File: src/rtl/tcam.sv
// Snoop-filter TCAM: tracks sharers/unique ownership per cache-line tag with
// lowest-free allocation and round-robin eviction; result flag is registered.
module tcam #(
  parameter int unsigned WIDTH = 33,
  parameter int unsigned DEPTH = 8
) (
  input  logic             clk,
  input  logic             reset,
  input  logic [WIDTH-1:0] tag,
  input  logic [6:0]       opcode,
  input  logic [6:0]       NID,
  output logic [3:0]       flag
);

  localparam int unsigned IDX_W = (DEPTH > 1) ? $clog2(DEPTH) : 1;
  localparam int unsigned NID_W = 7;
  localparam logic [6:0]  OP_READ_SHARED = 7'b0000001;
  localparam logic [6:0]  OP_READ_UNIQUE = 7'b0000111;

  logic [DEPTH-1:0] valid_q, valid_d;
  logic [DEPTH-1:0] unique_q, unique_d;
  logic [WIDTH-1:0] tag_q [DEPTH];
  logic [WIDTH-1:0] tag_d [DEPTH];
  logic [NID_W-1:0] sharers_q [DEPTH];
  logic [NID_W-1:0] sharers_d [DEPTH];
  logic [IDX_W-1:0] victim_q, victim_d;
  logic [3:0]       flag_q, flag_d;

  logic             is_req;
  logic             is_unique_op;
  logic             hit;
  logic [IDX_W-1:0] hit_idx;
  logic             free_found;
  logic [IDX_W-1:0] free_idx;
  logic [IDX_W-1:0] alloc_idx;
  logic             snoop;

  assign is_unique_op = (opcode == OP_READ_UNIQUE);
  assign is_req       = ((opcode == OP_READ_SHARED) || is_unique_op) && (NID != '0);

  // Parallel tag match plus lowest-index free-slot search
  always_comb begin
    hit        = 1'b0;
    hit_idx    = '0;
    free_found = 1'b0;
    free_idx   = '0;
    for (int i = 0; i < int'(DEPTH); i++) begin
      if (valid_q[i] && (tag_q[i] == tag)) begin
        hit     = 1'b1;
        hit_idx = IDX_W'(i);
      end
    end
    for (int i = int'(DEPTH) - 1; i >= 0; i--) begin
      if (!valid_q[i]) begin
        free_found = 1'b1;
        free_idx   = IDX_W'(i);
      end
    end
  end

  // Directory update and result flag for the sampled request
  always_comb begin
    valid_d   = valid_q;
    unique_d  = unique_q;
    tag_d     = tag_q;
    sharers_d = sharers_q;
    victim_d  = victim_q;
    flag_d    = 4'b0000;
    snoop     = 1'b0;
    alloc_idx = free_found ? free_idx : victim_q;
    if (is_req) begin
      if (hit) begin
        if (is_unique_op) begin
          snoop              = |(sharers_q[hit_idx] & ~NID);
          sharers_d[hit_idx] = NID;
          unique_d[hit_idx]  = 1'b1;
        end else begin
          snoop              = unique_q[hit_idx] && (sharers_q[hit_idx] != NID);
          sharers_d[hit_idx] = sharers_q[hit_idx] | NID;
          unique_d[hit_idx]  = 1'b0;
        end
        flag_d = {1'b0, snoop, 1'b0, 1'b1};
      end else begin
        valid_d[alloc_idx]   = 1'b1;
        tag_d[alloc_idx]     = tag;
        sharers_d[alloc_idx] = NID;
        unique_d[alloc_idx]  = is_unique_op;
        if (free_found) begin
          flag_d = 4'b0010;
        end else begin
          flag_d   = 4'b1010;
          victim_d = victim_q + IDX_W'(1);
        end
      end
    end
  end

  always_ff @(posedge clk or negedge reset) begin
    if (!reset) begin
      valid_q  <= '0;
      unique_q <= '0;
      victim_q <= '0;
      flag_q   <= '0;
      for (int i = 0; i < int'(DEPTH); i++) begin
        tag_q[i]     <= '0;
        sharers_q[i] <= '0;
      end
    end else begin
      valid_q   <= valid_d;
      unique_q  <= unique_d;
      victim_q  <= victim_d;
      flag_q    <= flag_d;
      tag_q     <= tag_d;
      sharers_q <= sharers_d;
    end
  end

  assign flag = flag_q;

endmodule

File: config.mk
export PLATFORM = sky130hd
export DESIGN_NAME = tcam
export DESIGN_NICKNAME = d
export VERILOG_FILES = /design/src/rtl/tcam.sv
export SDC_FILE = /design/constraint.sdc
export NUM_CORES = 1
export LEC_CHECK = 0
export CAP_MARGIN = 30
export CORE_UTILIZATION = 60
export CTS_CLUSTER_DIAMETER = 200
export DETAILED_ROUTE_END_ITERATION = 10
export GPL_TIMING_DRIVEN = 0
export MAX_ROUTING_LAYER = met4
export PLACE_DENSITY = 0.85
export SLEW_MARGIN = 20
export SYNTH_ARGS = -nofsm -noshare
export SYNTH_HDL_FRONTEND = slang
export SYNTH_SLANG_ARGS = --single-unit
File: constraint.sdc
create_clock -name clk -period 11.5 [get_ports clk]
set_input_delay 1.725 -clock clk [delete_from_list [all_inputs] [get_ports clk]]
set_output_delay 1.725 -clock clk [all_outputs]
set_load 0.05 [all_outputs]
# Yosys cells after proc, flatten, opt, wreduce, memory -nomap -nowiden
# Index checks and enable logic that the tools add are counted.
[op_classes] n_lt_le_gt_ge=8 n_eq_ne=11 bitwise=11 reduce_logical=19 n_addsub=1 muxes=60
[op_table] op="264-bit bitwise mux" count=1
[op_table] op="33-bit == test" count=8
[op_table] op="56-bit bitwise mux" count=3
[op_table] op="56-bit two-way mux" count=2
[op_table] op="33-bit demux with 3-bit select" count=1
[op_table] op="3-bit two-way mux" count=15
[op_table] op="7-bit demux with 3-bit select" count=2
[op_table] op="33-bit two-way mux" count=1
[op_table] op="7-bit two-way mux" count=4
[op_table] op="7-bit binary-select mux with 3-bit select" count=1
[op_table] op="1-bit two-way mux" count=21
[op_table] op="8-bit two-way mux" count=2
[op_table] op="8-bit OR" count=2
[op_table] op="1-bit logical AND" count=14
[op_table] op="4-bit two-way mux" count=3
[op_table] op="8-bit AND" count=1
[op_table] op="8-bit bitwise mux" count=1
[op_table] op="4-bit >= comparator (second input constant)" count=2
[op_table] op="3-bit by 4-bit less-than comparator with 1-bit output (second input constant)" count=2
[op_table] op="4-bit by 1-bit less-than comparator with 1-bit output (second input constant)" count=2
[op_table] op="3-bit NOT with 4-bit output" count=2
[op_table] op="8-bit NOT" count=1
[op_table] op="7-bit AND" count=1
[op_table] op="7-bit by 1-bit == test with 1-bit output (second input constant)" count=1
[op_table] op="other kinds (14)" count=17
[word_totals] register_bits=343 word_cells=130

# Longest topological paths before layout
# Gate-level depths: netlist (run 1).
[depth] depth_word=18 mapped_depth=21 mapped_depth_nobuf=17

# Worst setup path before layout (run 1)
# OpenSTA, ideal clock, no wires.
[synth_timing] kind="input port to flip-flop" start="input port tag[22]" end="register flag_q[2] (netlist: flag[2])" setup_ps=84 n_path_buf=2 slack_ps=6091 cell_stages=19 arrival_ps=5325 cell_sequence="buf_2 > buf_2 > xor2_1 > nor4_1 > nand4_1 > or4_1 > or3_1 > a22oi_2 > mux2i_1 > nand2_1 > and3_1 > ha_1 > nand4_1 > o21ai_0 > a41oi_1 > o211ai_1 > nor3_1 > o31ai_1 > a21boi_0"
[synth_between] elab_chain_cells=18
[synth_rtl] element="start: declaration" line_no="9" rtl="input logic [WIDTH-1:0] tag,"
[synth_rtl] element="33-bit == test" line_no="48" rtl="if (valid_q[i] && (tag_q[i] == tag)) begin"
[synth_rtl] element="1-bit logical AND" line_no="48"
[synth_rtl] element="1-bit two-way mux" line_no="48"
[synth_rtl] element="3-bit two-way mux (6 in a row)" line_no="48"
[synth_rtl] element="3-bit NOT with 4-bit output (implied by the code)" line_no="74, 78"
[synth_rtl] element="7-bit binary-select mux with 3-bit select" line_no="74, 78"
[synth_rtl] element="7-bit two-way mux (implied by the code) (2 in a row)" line_no="74, 78"
[synth_rtl] element="7-bit inequality test or 7-bit AND (tied branches)" line_no="78, 74"
[synth_rtl] element="1-bit logical AND or 7-bit OR reduction (tied branches)" line_no="78, 74"
[synth_rtl] element="1-bit two-way mux" line_no="73" rtl="if (is_unique_op) begin"
[synth_rtl] element="4-bit two-way mux (*)" line_no="72" rtl="if (hit) begin"
[synth_rtl] element="4-bit two-way mux (*)" line_no="71" rtl="if (is_req) begin"
[synth_rtl] element="net flag_d[2]" line_no="27" rtl="logic [3:0] flag_q, flag_d;"
[synth_rtl] element="end signal: assignment" line_no="112" rtl="flag_q <= flag_d;"
[synth_rtl] element="end: declaration" line_no="27"
# Mark *: on every way through the listed nets, which the timed path passes. The rest lies on a longest branch. The select of a mux whose other input is x is not followed.
# A chain may end at the register's enable or synchronous reset.

# Worst setup path in the final report (run 1)
[layout_timing] start="input port tag[31]" end="register flag_q[2] (netlist: flag[2])"
# Same word-level chain as after synthesis.

==> results of run 1 <==
-- power breakdown --
part / leakage, uW / switching, uW / total [uW] / internal (uW)
sequential: 0.00463 / 46.8 / 1310 / 1270
combinational: 0.00446 / 260 / 416 / 156
clock: 0.000646 / 515 / 1260 / 749
-- synthesized netlist by cell type, types with 5 or more instances --
cell type,count
o2bb2ai_1,14
nand3_1,31
xnor2_1,95
a21boi_0,10
buf_6,12
o211ai_1,8
buf_4,16
a22o_1,28
nand2_1,49
nor2_1,23
o22ai_1,36
xor2_1,169
nand4_1,49
inv_1,36
nor4b_1,10
and3_1,14
mux2_2,212
or2_2,5
buf_2,75
nand2b_1,14
or3_1,5
a21oi_1,16
mux2_1,34
o21ai_0,13
ha_1,15
mux2_4,29
clkbuf_1,20
dfrtp_1,343
nand4b_1,5
a22oi_1,13
buf_1,5
mux2i_1,9
nor4_1,85
o22a_1,13
nor3_1,8
or4_1,10
-- registers in the layout (all words and copies together), names as in the netlist, named ones only --
register and flops:
victim_q 3, valid_q 8, sharers_q 56, tag_q 264
flag 4
-- layout make-up --
type / instances / area (um^2)
antenna: 3 / 7.51
buffer: 128 / 724
clock buffer: 57 / 1160
clock inverter: 12 / 131
fill: 2356 / 9830
inverter: 36 / 135
multi-input combinational: 1085 / 9210
sequential: 343 / 8580
tap: 396 / 495
timing repair buffer: 24 / 310
-- cells by family after synthesis --
family	after synthesis	synth area share, %
multiplexers	284	17.7
AND/OR/NAND/NOR	334	10.6
XOR/XNOR	264	12.4
AO/OA/AOI/OAI	188	7.68
flip-flops	343	46.0
buffers and inverters	164	4.61
adder cells (fa/ha/maj)	15	1.01
-- placed cells by master (no fill, tap or decap), types with 14 or more instances in the layout --
cell type        netlist  routed
ha_1                  15      15
a21oi_1               16      16
mux2_4                29      29
xor2_1               169     169
mux2_2               212     212
and3_1                14      14
nand2b_1              14      14
inv_1                 36      36
clkbuf_16              0      40
dfrtp_1              343     343
nand2_1               49      49
nor2_1                23      23
buf_2                 75      75
o22ai_1               36      36
nand3_1               31      31
a22o_1                28      28
clkbuf_1              20      27
mux2_1                34      34
nand4_1               49      49
clkdlybuf4s50_1        0      17
buf_4                 16      18
o2bb2ai_1             14      14
xnor2_1               95      95
nor4_1                85      84
-- path summary, 6_finish.rpt --
path | from | to | slack (ns) | cells after the start
setup / recovery | tag[31] | flag[2]$_DFF_PN0_ | 4.82 | 20
hold / removal | sharers_q[5]$_DFFE_PN0P_ | sharers_q[5]$_DFFE_PN0P_ | 0.49 | 1
setup reg to reg | tag_q[175]$_DFFE_PN0P_ | flag[2]$_DFF_PN0_ | 5.99 | 19
hold reg to reg | sharers_q[5]$_DFFE_PN0P_ | sharers_q[5]$_DFFE_PN0P_ | 0.49 | 1
max in group asynchronous | reset | tag_q[111]$_DFFE_PN0P_ | 9.05 | 4
min in group asynchronous | reset | valid_q[4]$_DFFE_PN0P_ | 1.22 | 2
-- through the flow --
stage / total power, uW / hold WS, ns / cell area [um^2]
after floorplan: 1580 / 0.443 / 18600
after global placement: 1730 / 0.458 / 19300
after detailed placement: 1740 / 0.470 / 19400
after CTS: 2990 / 0.483 / 20700
after global routing: 3080 / 0.494 / 20800
final: 2990 / 0.486 / 20800
-- worst reg2reg max path, cell delays in order (launching register included) --
cell	delay (ns)
dfrtp_1	0.40
xor2_1	0.23
nor4_1	0.35
nand4_1	0.16
nor4_1	0.91
o21ai_0	0.28
a211o_1	0.37
buf_2	0.20
nand2_1	0.12
clkbuf_1	0.38
o221a_2	0.31
and3_1	0.18
ha_1	0.23
nand4_1	0.10
o21ai_0	0.20
a41oi_1	0.24
o211ai_1	0.11
nor3_1	0.30
o31ai_1	0.16
a21boi_0	0.20
-- metal layers --
| layer | part of all wire, % | vias up | GRT usage [%] |
|---|---|---|---|
| met1 | 40 | 6966 | 50.4 |
| li1 | - | 5892 | - |
| met3 | 7.6 | 175 | 7.52 |
| met4 | 6.4 | 0 | 22.0 |
| met2 | 46 | 700 | 61.0 |
| met5 | 0 | - | - |
==> impl_metrics.yaml, run 1 <==
run_status:
  status: "complete, no violations"
sta:
  maxSlewViolCount: 0
  tns_ns: 0
  hold_viol_final: 0
  max_slew_margin_pct: 27.4
  setup-violations-final: 0
  tightest_slew_ns: 1.08
  fin_crit_sh_pct: 58.1
  min_period_ns: 6.68
  fmax_ghz: 0.150
  finClkSkew_ns: 0.0246
  rsz0062_at_grt: "no"
  finalWorstSetupSlack_ns: 4.82
global_routing:
  grt.total_usage_pct: 40.0
  antenna_found_initial: 1
  grt_max_degree: 100
  grt_pass1_wl_mm: 87.9
  overflow: 0
  grt_pass1_vias: 13700
clock_network:
  clkTransAtPathRegs_ns: 0.06
  cts_tree: "done"
  numCtsBuffers: 39
  cts_resized: 0
  root_buffer: "clkbuf_16"
  cts.sinks: 343
  clockBufferDepth: 3
  post_cts_buffers: 0
  hold_buffers: 0
  htree_levels: 2
  insertion_delay_ns: 0.55
synthesis:
  async_flop_share_pct: 100
  postSynthCellCount: 1592
  synthTopCellsByArea: "dfrtp_1 (46%), mux2_2 (13%), xor2_1 (7.9%)"
  yosys.area.top_type: "dfrtp_1"
  synth_top_cell_area_share_pct: 46.0
  synth_cell_types: 74
  yosysWarnings: 0
  synth_edf_count: 0
  syn_area_per_cell_um2: 11.7
  syn_nets: 1656
  ys_seq_elements: 343
  synth-main-ff-cell: "dfrtp_1"
  syn-cell-area_mm2: 0.0186
  synth_seq_area_share_pct: 46.0
route:
  drtAntennaViolNets: 0
  wirelength_mm: 60.0
  wl_per_cell_um: 28.8
  drt-initial-drc-count: 1323
  vias_per_cell: 6.59
  routed-via-count: 13700
  first_pass_iters: 6
  drc: 0
floorplan:
  fp-row-count: 64
  die_w_um: 178
  initial_core_util_pct: 61.0
  io_pins: 53
  die_h_um: 178
  core-area_mm2: 0.0306
  die_area_mm2: 0.0318
placed_design:
  io_buffer_count: 18
  dp_slack_ns: 4.44
  hpwl_mm: 43.7
  dp.cells: 2011
  place.gp.congestion: 1.04
worst_setup_path:
  critPathMaxStageDelay_ns: 0.89
  path_buf_inv: 4
  start_kind: "primary input"
  crit_chain: "buf_2, buf_2, xnor2_1, nand4_1, nor4_1, o21ai_0, a211o_1, buf_2, nand2_1, clkbuf_1, o221a_2, and3_1, ha_1, nand4_1, o21ai_0, a41oi_1, o211ai_1, nor3_1, o31ai_1, a21boi_0"
  crit_slowest_cell: "nor4_1"
  critPathRequiredTime_ns: 11.94
  path_delay_family: "compound AO/OA/AOI/OAI gates"
  cp_max_fo: 10
  crit_top_cell: "buf_2"
  endpoint_kind: "register"
  crit_arrival_ns: 7.12
  crit_type: "in2reg"
cells_and_area:
  instances_no_fill: 2084
  final_util_pct: 67.9
  final_nets: 1721
  area_delta_synth_final_pct: 11.3
  drive_above_1_share_pct: 25.9
min_path:
  hold_path_class: "reg2reg"
pwr:
  p_leak_uw: 0.00974
  p_per_area_mw_per_mm2: 144
  peakVddDrop_mv: 0.122
job:
  cap_viol_max_count: 0
(Power assumes the default switching activity.)
==> inputs of run 2 (changes only) <==
CORE_UTILIZATION = 56   (was 60)
PLACE_DENSITY = 0.83   (was 0.85)
clock period = 6.1 ns   (was 11.5 ns; I/O delays follow)
==> impl_metrics.yaml, run 2 (synthesis gave the netlist of run 1 again) <==
clock_network:
  clkTransAtPathRegs_ns: 0.06
  hold_buffers: 0
  numCtsBuffers: 39
  cts_tree: "done"
  post_cts_buffers: 0
  cts_resized: 0
  root_buffer: "clkbuf_16"
  clockBufferDepth: 3
  cts.sinks: 343
  htree_levels: 2
  insertion_delay_ns: 0.57
global_routing:
  grt_pass1_wl_mm: 88.3
  antenna_found_initial: 2
  grt_pass1_vias: 13700
  grt_max_degree: 82
  overflow: 0
  grt.total_usage_pct: 37.3
worst_setup_path:
  crit_chain: "buf_2, buf_2, xor2_1, nor4_1, nand4_1, or4_1, o21ai_0, a211o_1, buf_2, clkbuf_1, a21oi_1, a21oi_1, a221oi_1, ha_1, or4_1, o41ai_1, a21boi_0"
  rr_worst_depth: 14
  critPathRequiredTime_ns: 6.49
  crit_arrival_ns: 6.22
  start_kind: "primary input"
  critPathMaxStageDelay_ns: 0.70
  crit_slowest_cell: "or4_1"
  crit_top_cell: "buf_2"
  endpoint_kind: "register"
  crit_type: "in2reg"
  cp_max_fo: 10
pwr:
  p_leak_uw: 0.00970
  peakVddDrop_mv: 0.261
  p_per_area_mw_per_mm2: 268
  power_uw: 5550
route:
  vias_per_cell: 6.44
  drc: 0
  drt-initial-drc-count: 1305
  drtAntennaViolNets: 0
  first_pass_iters: 6
  routed-via-count: 13700
  wirelength_mm: 59.7
  wl_per_cell_um: 28.1
cells_and_area:
  area_delta_synth_final_pct: 11.3
  largest_register_ffs: 264
  fillers: 2563
  layout_commonest_cell: "dfrtp_1"
  final_nets: 1721
  reg_top3: "tag_q (264), sharers_q (56), valid_q (8)"
  drive_above_1_share_pct: 25.5
  num_antenna_cells: 0
  final_cell_mix: "dfrtp_1 (343), mux2_2 (212), xor2_1 (169), xnor2_1 (95), nor4_1 (84)"
  regArea_mm2: 0.00858
  final_util_pct: 63.6
  largest_register: "tag_q"
  multiInputGateArea_mm2: 0.00921
sta:
  setup-violations-final: 0
  fmax_ghz: 0.171
  maxSlewViolCount: 0
  fin_crit_sh_pct: 95.7
  rsz0062_at_grt: "no"
  max_slew_margin_pct: 27.4
  min_period_ns: 5.84
  hold_viol_final: 0
  tightest_slew_ns: 1.08
  finClkSkew_ns: 0.0240
min_path:
  hold_path_class: "in2async"
placed_design:
  io_buffer_count: 18
  hpwl_mm: 42.5
  place.gp.congestion: 0.997
floorplan:
  fp-row-count: 66
  initial_core_util_pct: 57.2
  die_h_um: 184
  io_pins: 53
  die_area_mm2: 0.0340
  die_w_um: 184
  core-area_mm2: 0.0326
run_status:
  status: "complete, no violations"
job:
  cap_viol_max_count: 0
-- run 2: changes by cell type in the layout (fill, tap and decap cells not counted), sizes merged --
| cell | before | now |
|---|---|---|
| diode | 3 | 0 |
| clkinv | 8 | 3 |
| inv | 38 | 39 |
| clkbuf | 77 | 79 |
| clkinvlp | 0 | 1 |
-- run 2: worst paths after layout --
check	end	slack, ns	startpoint
worst max-delay path	flag[2]$_DFF_PN0_	0.26	tag[22]
worst min-delay path	tag_q[226]$_DFFE_PN0P_	0.28	reset
worst max register to register	flag[2]$_DFF_PN0_	0.47	tag_q[159]$_DFFE_PN0P_
worst min register to register	victim_q[2]$_DFFE_PN0P_	0.49	victim_q[2]$_DFFE_PN0P_
max in group asynchronous	tag_q[233]$_DFFE_PN0P_	4.30	reset
min in group clk	victim_q[2]$_DFFE_PN0P_	0.49	victim_q[2]$_DFFE_PN0P_
-- run 2: layout make-up --
cell class / count / area share (%)
repair buffers: 24 / 1.50
inverters: 36 / 0.651
flip-flops and latches: 343 / 41.4
clock inverters: 9 / 0.525
clock buffers: 59 / 5.40
multi-input cells: 1085 / 44.4
well taps: 442 / 2.67
plain buffers: 128 / 3.49
-- run 2: through the flow --
step           hold WS, ns  TNS (ns)  worst slack [ns]  cells  area [um^2]
3_5_place_dp         0.466   -0.0508           -0.0508   2057        19500
6_report             0.285         0             0.263   2126        20700
5_1_grt              0.319         0             0.163   2126        20700
2_1_floorplan        0.443         0              1.50   1592        18600
4_1_cts              0.300         0             0.496   2125        20700
3_3_place_gp         0.461  -3639.74            -10.66   2052        19400
-- run 2: layer usage --
layer / GRT usage [%] / up-vias / part of all wire [%]
li1: - / 5900 / -
met1: 49.1 / 6997 / 42
met2: 56.1 / 639 / 45
met3: 7.03 / 161 / 8.0
met4: 16.7 / 0 / 4.6
met5: - / - / 0
-- run 2: critical path: cells and delay by family --
| family | cells | cell delay (ns) |
|---|---|---|
| fa+ha+maj | 1 | 0.23 |
| xor+xnor | 1 | 0.16 |
| buf+inv | 4 | 1.52 |
| compound gates | 7 | 1.76 |
| simple gates | 4 | 1.63 |
-- run 2: where the power goes --
part | leakage, uW | switching [uW] | internal [uW]
logic | 0.00446 | 471 | 292
registers | 0.00463 | 89.4 | 2390
clock network | 0.000600 | 956 | 1350
total | 0.00970 | 1520 | 4040
==> inputs of run 3 (changes only) <==
PLACE_DENSITY = 0.82   (was 0.83)
==> impl_metrics.yaml, run 3 (synthesis gave the netlist of run 1 again) <==
cells_and_area:
  final_cell_mix: "dfrtp_1 (343), mux2_2 (212), xor2_1 (169), xnor2_1 (95), nor4_1 (84)"
  final_nets: 1722
  layout_commonest_cell: "dfrtp_1"
  reg_top3: "tag_q (264), sharers_q (56), valid_q (8)"
  largest_register_ffs: 264
  area_delta_synth_final_pct: 11.4
  drive_above_1_share_pct: 25.9
  largest_register: "tag_q"
  fillers: 2555
  fin_area_mm2: 0.0208
global_routing:
  grt_pass1_wl_mm: 88.5
  antenna_found_initial: 3
  grt.total_usage_pct: 37.3
  overflow: 0
  grt_pass1_vias: 13800
  grt_max_degree: 101
sta:
  hold_viol_final: 0
  max_slew_margin_pct: 27.2
  setup-violations-final: 0
  finClkSkew_ns: 0.0287
  rsz0062_at_grt: "no"
  maxSlewViolCount: 0
  tns_ns: 0
  tightest_slew_ns: 1.09
  fin_crit_sh_pct: 98.8
  min_period_ns: 6.03
  fmax_ghz: 0.166
clock_network:
  htree_levels: 2
  hold_buffers: 0
  clockBufferDepth: 3
  clkTransAtPathRegs_ns: 0.07
  cts.sinks: 343
  insertion_delay_ns: 0.56
  cts_resized: 0
  root_buffer: "clkbuf_16"
  cts_tree: "done"
  numCtsBuffers: 40
  post_cts_buffers: 0
floorplan:
  core-area_mm2: 0.0326
  fp-row-count: 66
  die_h_um: 184
  initial_core_util_pct: 57.2
  die_w_um: 184
  io_pins: 53
  die_area_mm2: 0.0340
route:
  vias_per_cell: 6.45
  drc: 0
  drtAntennaViolNets: 0
  first_pass_iters: 5
  wirelength_mm: 59.8
  drt-initial-drc-count: 1194
  routed-via-count: 13700
  wl_per_cell_um: 28.1
worst_setup_path:
  crit_type: "in2reg"
  endpoint_kind: "register"
  crit_arrival_ns: 6.41
  cp_max_fo: 11
  start_kind: "primary input"
  critPathRequiredTime_ns: 6.48
run_status:
  status: "complete, no violations"
pwr:
  power_uw: 5620
  p_per_area_mw_per_mm2: 270
  p_leak_uw: 0.00972
  peakVddDrop_mv: 0.211
placed_design:
  hpwl_mm: 42.1
  place.gp.congestion: 0.954
  io_buffer_count: 18
  dpl_cell_area_mm2: 0.0195
min_path:
  hold_path_class: "in2async"
job:
  cap_viol_max_count: 0
-- run 3: cell count changes in the layout (fill, tap and decap cells not counted) --
| cell | previous run | this run |
|---|---|---|
| clkbuf_1 | 33 | 27 |
| clkbuf_8 | 7 | 11 |
| clkinv_2 | 3 | 6 |
| buf_2 | 75 | 77 |
| diode_2 | 0 | 2 |
| inv_6 | 3 | 1 |
| buf_16 | 4 | 3 |
| buf_4 | 18 | 17 |
| bufinv_16 | 2 | 1 |
| clkbuf_16 | 39 | 40 |
| clkinv_8 | 0 | 1 |
| clkinvlp_4 | 1 | 2 |
-- run 3: final cells by class --
| cell class | count | area, um^2 | area share [%] |
|---|---|---|---|
| clock buffers | 58 | 1180 | 5.67 |
| diodes | 2 | 5.00 | 0.0241 |
| multi-input cells | 1085 | 9210 | 44.3 |
| plain buffers | 128 | 724 | 3.49 |
| repair buffers | 24 | 285 | 1.37 |
| well taps | 442 | 553 | 2.66 |
| flip-flops and latches | 343 | 8580 | 41.3 |
| clock inverters | 11 | 100 | 0.482 |
| inverters | 36 | 135 | 0.650 |
-- run 3: path summary, 6_finish.rpt --
kind,from,endpoint,slack [ns],cells past startpoint
setup / recovery,tag[0],flag[2]$_DFF_PN0_,0.07,17
hold / removal,reset,tag_q[222]$_DFFE_PN0P_,0.28,1
setup reg to reg,tag_q[159]$_DFFE_PN0P_,flag[2]$_DFF_PN0_,0.77,14
hold reg to reg,sharers_q[5]$_DFFE_PN0P_,sharers_q[5]$_DFFE_PN0P_,0.49,1
max in group asynchronous,reset,tag_q[5]$_DFFE_PN0P_,4.50,3
min in group clk,sharers_q[5]$_DFFE_PN0P_,sharers_q[5]$_DFFE_PN0P_,0.49,1
-- run 3: per-stage QoR --
step	utilization (%)	cells	setup slack [ns]	hold slack, ns
global route	63.7	2127	0.0673	0.324
global placement	59.4	2052	-10.78	0.460
detailed placement	59.8	2058	-0.185	0.471
floorplan	-	1592	1.50	0.443
CTS	63.7	2127	0.325	0.293
finish	63.7	2129	0.0707	0.276
-- run 3: report_power, final --
part / leakage [uW] / switching [uW] / total, uW / internal, uW
Clock: 0.000630 / 991 / 2370 / 1380
Sequential: 0.00463 / 89.1 / 2480 / 2390
Combinational: 0.00446 / 471 / 763 / 291
Total: 0.00972 / 1550 / 5620 / 4060
-- run 3: routing by layer --
layer	part of all wire, %	track usage [%]
met3	7.8	6.72
met4	3.5	13.5
met1	41	46.8
met2	47	60.4
met5	0	-
-- run 3: worst max-delay path, stage by stage --
cell	delay [ns]
buf_2	0.38
buf_2	0.55
xor2_1	0.22
nor4_1	0.27
nand4_1	0.15
or4_1	0.71
o21ai_0	0.22
a211o_1	0.18
buf_2	0.23
clkbuf_1	0.47
a21oi_1	0.14
a21oi_1	0.22
a221oi_1	0.12
ha_1	0.23
or4_1	0.51
o41ai_1	0.63
a21boi_0	0.24
